## src/rtl/seg_scan_ctrl.sv

```systemverilog
// Time-multiplexed 7-segment scan controller with frame-synchronous display update.
// Optional build macro SEG_LEADING_ZERO_BLANK_EN darkens leading-zero digits.
module seg_scan_ctrl #(
  parameter int unsigned DIGITS    = 8,
  parameter int unsigned SCAN_DIV  = 100000,
  parameter int unsigned BLANK_CYC = 16
) (
  input  logic                  clk,
  input  logic                  rst,
  input  logic [4*DIGITS-1:0]   upd_data,
  input  logic [DIGITS-1:0]     upd_dp,
  input  logic                  upd_valid,
  output logic                  upd_ready,
  output logic [3:0]            rom_a,
  input  logic [7:0]            rom_spo,
  output logic [7:0]            seg,
  output logic [DIGITS-1:0]     an
);

  localparam int unsigned IdxW  = $clog2(DIGITS);
  localparam int unsigned TickW = $clog2(SCAN_DIV);

  typedef enum logic {StBlank, StShow} state_e;

  state_e              state_q, state_d;
  logic [TickW-1:0]    tick_q, tick_d;
  logic [IdxW-1:0]     idx_q, idx_d;
  logic [4*DIGITS-1:0] shadow_q, shadow_d, pend_q, pend_d;
  logic [DIGITS-1:0]   shadow_dp_q, shadow_dp_d, pend_dp_q, pend_dp_d;
  logic                pend_v_q, pend_v_d;
  logic [DIGITS-1:0]   an_q, an_d;
  logic [7:0]          seg_q, seg_d;
  logic [3:0]          rom_a_q, rom_a_d;

  logic wrap, show_edge, last_digit;
  logic unused_spo;

  assign wrap       = (tick_q == TickW'(SCAN_DIV - 1));
  assign show_edge  = (state_q == StBlank) && (tick_q == TickW'(BLANK_CYC - 1));
  assign last_digit = (idx_q == IdxW'(DIGITS - 1));
  assign unused_spo = rom_spo[7];

`ifdef SEG_LEADING_ZERO_BLANK_EN
  // High when this digit and every more-significant digit are zero.
  logic upper_zero;
  always_comb begin
    upper_zero = 1'b1;
    for (int k = 0; k < int'(DIGITS); k++) begin
      if ((k >= int'(idx_q)) && (shadow_q[4*k +: 4] != 4'h0)) upper_zero = 1'b0;
    end
  end
`endif

  always_comb begin
    state_d     = state_q;
    tick_d      = wrap ? '0 : tick_q + 1'b1;
    idx_d       = idx_q;
    shadow_d    = shadow_q;
    shadow_dp_d = shadow_dp_q;
    pend_d      = pend_q;
    pend_dp_d   = pend_dp_q;
    pend_v_d    = pend_v_q;
    an_d        = an_q;
    seg_d       = seg_q;
    rom_a_d     = rom_a_q;

    if (upd_valid && !pend_v_q) begin
      pend_d    = upd_data;
      pend_dp_d = upd_dp;
      pend_v_d  = 1'b1;
    end

    if (wrap) begin
      idx_d   = last_digit ? '0 : idx_q + 1'b1;
      state_d = StBlank;
      an_d    = '1;
      // Frame boundary: swap in pending data so the next frame is coherent.
      if (last_digit && pend_v_q) begin
        shadow_d    = pend_q;
        shadow_dp_d = pend_dp_q;
        pend_v_d    = 1'b0;
      end
      rom_a_d = shadow_d[4*idx_d +: 4];
    end

    if (show_edge) begin
      state_d = StShow;
      seg_d   = {~shadow_dp_q[idx_q], rom_spo[6:0]};
      an_d    = '1;
`ifdef SEG_LEADING_ZERO_BLANK_EN
      if (!((idx_q != '0) && upper_zero)) an_d[idx_q] = 1'b0;
`else
      an_d[idx_q] = 1'b0;
`endif
    end
  end

  always_ff @(posedge clk) begin
    if (rst) begin
      state_q     <= StBlank;
      tick_q      <= '0;
      idx_q       <= '0;
      shadow_q    <= '0;
      shadow_dp_q <= '0;
      pend_q      <= '0;
      pend_dp_q   <= '0;
      pend_v_q    <= 1'b0;
      an_q        <= '1;
      seg_q       <= 8'hFF;
      rom_a_q     <= 4'h0;
    end else begin
      state_q     <= state_d;
      tick_q      <= tick_d;
      idx_q       <= idx_d;
      shadow_q    <= shadow_d;
      shadow_dp_q <= shadow_dp_d;
      pend_q      <= pend_d;
      pend_dp_q   <= pend_dp_d;
      pend_v_q    <= pend_v_d;
      an_q        <= an_d;
      seg_q       <= seg_d;
      rom_a_q     <= rom_a_d;
    end
  end

  assign upd_ready = ~pend_v_q;
  assign rom_a     = rom_a_q;
  assign seg       = seg_q;
  assign an        = an_q;

endmodule

```

## config.mk

```make
export PLATFORM = sky130hd
export DESIGN_NAME = seg_scan_ctrl
export DESIGN_NICKNAME = d
export VERILOG_FILES = /design/src/rtl/seg_scan_ctrl.sv
export SDC_FILE = /design/constraint.sdc
export NUM_CORES = 1
export LEC_CHECK = 0
export BUFFER_PORTS_ARGS = -buffer_cell sky130_fd_sc_hd__buf_2
export CORE_MARGIN = 5
export CORE_UTILIZATION = 38
export DETAILED_ROUTE_END_ITERATION = 8
export PLACE_DENSITY = 0.64
export SYNTH_ARGS = -nofsm -noshare
export SYNTH_HDL_FRONTEND = slang
export SYNTH_SLANG_ARGS = --single-unit
```

## constraint.sdc

```tcl
create_clock -name clk -period 2.2 [get_ports clk]
set_input_delay 0.33 -clock clk [delete_from_list [all_inputs] [get_ports clk]]
set_output_delay 0.33 -clock clk [all_outputs]
set_load 0.01 [all_outputs]
```

==> run_results.csv <==
group,metric,value,unit
status,run_status,"complete, no violations",
worst_setup_path,cp_max_fo,13,
timing,skew,0.0110,ns
grt,grt_antenna_before_repair,0,
route,drtAntennaViolNets,0,
power,ir_drop,0.565,mV
synth,yosysTopAreaCell,"dfxtp_1",
final_layout,instances_no_fill,877,
timing,tns,0,ns
route,avgRoutedWirePerCell,14.2,um
synth,synth-edff-count,0,
die,ios,72,
clock_network,clock_latency,0.41,ns
grt,grt_max_degree,58,
worst_setup_path,critPathArrivalTime,2.36,ns
route,vias,4409,
job,cap_violations,0,
synth,synth_common_cells,"nand2_1 (174), dfxtp_1 (122), a21oi_1 (50), mux2i_1 (44), nor2_1 (37)",
synth,syn-cell-area,5270,um^2
synth,async_flop_share,0,%
synth,synth_area_leaders,"dfxtp_1 (46%), nand2_1 (12%), mux2i_1 (8.4%)",
timing,holdWs,0.154,ns
grt,use_met1,20.1,%
timing,grt_setup_unrepaired,"false",
final_layout,area_growth,21.5,%
synth,ys_ff_latch,122,
grt,busiest_layer,"met2",
die,row_count,43,
route,routed_wl,12.4,mm
clock_network,cts_setup_buffers,0,
worst_setup_path,worst-setup-path-type,"flop to flop",
worst_setup_path,endpoint_kind,"flop",
route,dr.pass1.iters,4,
timing,setup_violations,0,
synth,syn_avg_cell_area,8.47,um^2
worst_setup_path,r2r_cells,6,
synth,yosysWarnings,0,
synth,netlist.area_leader.share,46.4,%
die,start_util,38.4,%
placement,globalplace.congestion,0.811,
grt,track_usage,15.9,%
timing,slew_viol_final,0,
clock_network,path_clk_slew,0.06,ns
clock_network,clk_path_buf_depth,2,
worst_setup_path,rr_endpoint,"shadow_q[14]$_SDFFE_PP0N_",
clock_network,cts_max_level,4,
worst_setup_path,regToRegStartpoint,"idx_q[1]$_SDFFE_PP0N_",
synth,ys.flop_type,"dfxtp_1",
clock_network,postCtsHoldBufs,0,
final_layout,final_nets,739,
die,die_area,16300,um^2
timing,final.min_clock_period,2.02,ns
grt,grt_pass1_wl,20.9,mm
die,core_area,13700,um^2
clock_network,clockRootBuffer,"clkbuf_16",
grt,overflow,0,
clock_network,cts_buffers,17,
placement,hpwl,8.69,mm
grt,grt_pass1_vias,4323,
route,drc_errors,0,
worst_setup_path,crit_path_end,"shadow_q[14]$_SDFFE_PP0N_",
die,die_y,128,um
worst_setup_path,cp-start-kind,"flop",
synth,synth_cells,622,
route,drt-initial-drc-count,274,
worst_setup_path,worstPathRequired,2.54,ns
clock_network,clock_sinks,122,
synth,ys_seq_area_share,46.4,%
clock_network,cts_resized,0,
synth,yosys.cell_count.top_type,"nand2_1",
timing,timing.final.crit_share,92.0,%
synth,ys_types,42,
hold_path,hold_class,"primary input to flop",
worst_setup_path,r2r_slack,0.18,ns
grt,grt_use_met2,25.4,%
placement,io_buffer_count,70,
timing,fmaxAchievable,494,MHz
timing,worst_pin_slew,0.628,ns
grt,grt_util_met3,5.04,%
synth,synthesis.nets,676,
clock_network,cts_tree,"yes",
power,p_leak,0.00232,uW
power,power_density,849,nW/um^2
timing,finalHoldViolCount,0,
final_layout,num_antenna_cells,0,
worst_setup_path,crit_start,"idx_q[1]$_SDFFE_PP0N_",
die,die_w,128,um
placement,placed_cells,846,
route,vias_per_cell,5.03,
timing,relSlewSlack,57.8,%
final_layout,drive_gt1_share,19.4,%
## worst min-delay path by stage
stage	startpoint	end	slack, ns	cells past startpoint
floorplan	tick_q[0]$_SDFF_PP0_	tick_q[0]$_SDFF_PP0_	0.43	1
global placement	tick_q[0]$_SDFF_PP0_	tick_q[0]$_SDFF_PP0_	0.44	1
detailed placement	shadow_q[17]$_SDFFE_PP0N_	shadow_q[17]$_SDFFE_PP0N_	0.44	2
CTS	upd_dp[3]	pend_dp_q[3]$_SDFFE_PP0P_	0.14	3
global route	upd_dp[7]	pend_dp_q[7]$_SDFFE_PP0P_	0.15	3
finish	upd_data[24]	pend_q[24]$_SDFFE_PP0P_	0.15	3
## sequential cells by signal (all words and copies together) (netlist names)
| name | count |
|---|---|
| pend_dp_q | 8 |
| tick_q | 17 |
| state_q | 1 |
| pend_v_q | 1 |
| pend_q | 32 |
| rom_a | 4 |
| an | 8 |
| idx_q | 3 |
| seg | 8 |
| shadow_q | 32 |
| shadow_dp_q | 8 |
## where the power goes
part	internal (uW)	switching, uW	total (uW)	leakage (uW)
registers	2260	30.7	2290	0.000990
logic	85.5	132	217	0.00104
clock network	1950	973	2920	0.000296
total	4290	1140	5430	0.00232
## cells by family after synthesis
logic type	Yosys count	synth area share [%]
and+or+nand+nor	288	24.7
xor gates and xnor gates	13	2.16
AOI/OAI and AO/OA	95	11.0
muxes	51	10.3
buffers and inverters	50	4.78
DFF	122	46.4
adders and majority gates	3	0.713
## final cells by class
type,instances,area (um^2)
well taps,180,225
clock buffers,21,460
repair buffers,90,513
flip-flops and latches,122,2440
multi-input cells,450,2570
inverters,4,15.0
fillers,1347,7320
clock inverters,10,165
## layer usage
layer,routed length (um),vias up
met4,202,0
met3,634,13
li1,-,2246
met5,0,-
met1,5660,2068
met2,5950,82
## per-stage QoR
stage          util (%)  cell area (um^2)  setup slack [ns]  power (uW)
6_report           46.6              6400             0.177        5430
5_1_grt            46.6              6400            0.0194        5620
4_1_cts            46.6              6400             0.169        5470
3_5_place_dp       42.1              5770             0.195        2560
3_3_place_gp       42.1              5770             0.319        2550
2_1_floorplan         -              5270             0.429        2470
## worst max-delay path, stage by stage (launching register included)
cell and delay (ns):
dfxtp_1 0.34, ha_1 0.15, ha_1 0.43, nand2_1 0.19
nor3_4 0.29, buf_4 0.30, mux2i_1 0.23
## cells in the final DEF, fill, tap and decap left out, types with 3 or more instances in the layout
cell type / instances
bufinv_16: 4
nor2b_1: 5
buf_4: 19
and3_1: 4
nand2b_1: 9
nand3_1: 24
o21ai_1: 8
o2bb2ai_1: 8
xor2_1: 8
xnor2_1: 5
mux2_2: 5
nor2_1: 37
and4_1: 4
clkbuf_16: 17
dfxtp_1: 122
buf_2: 70
a21oi_1: 50
nand4_1: 6
o21ai_0: 9
inv_1: 3
nand2_1: 174
clkinvlp_4: 3
o32ai_1: 4
nor3_1: 3
a221oi_1: 4
mux2i_1: 44
nand3b_1: 8
a32oi_1: 8
ha_1: 3
(Power assumes the default switching activity.)
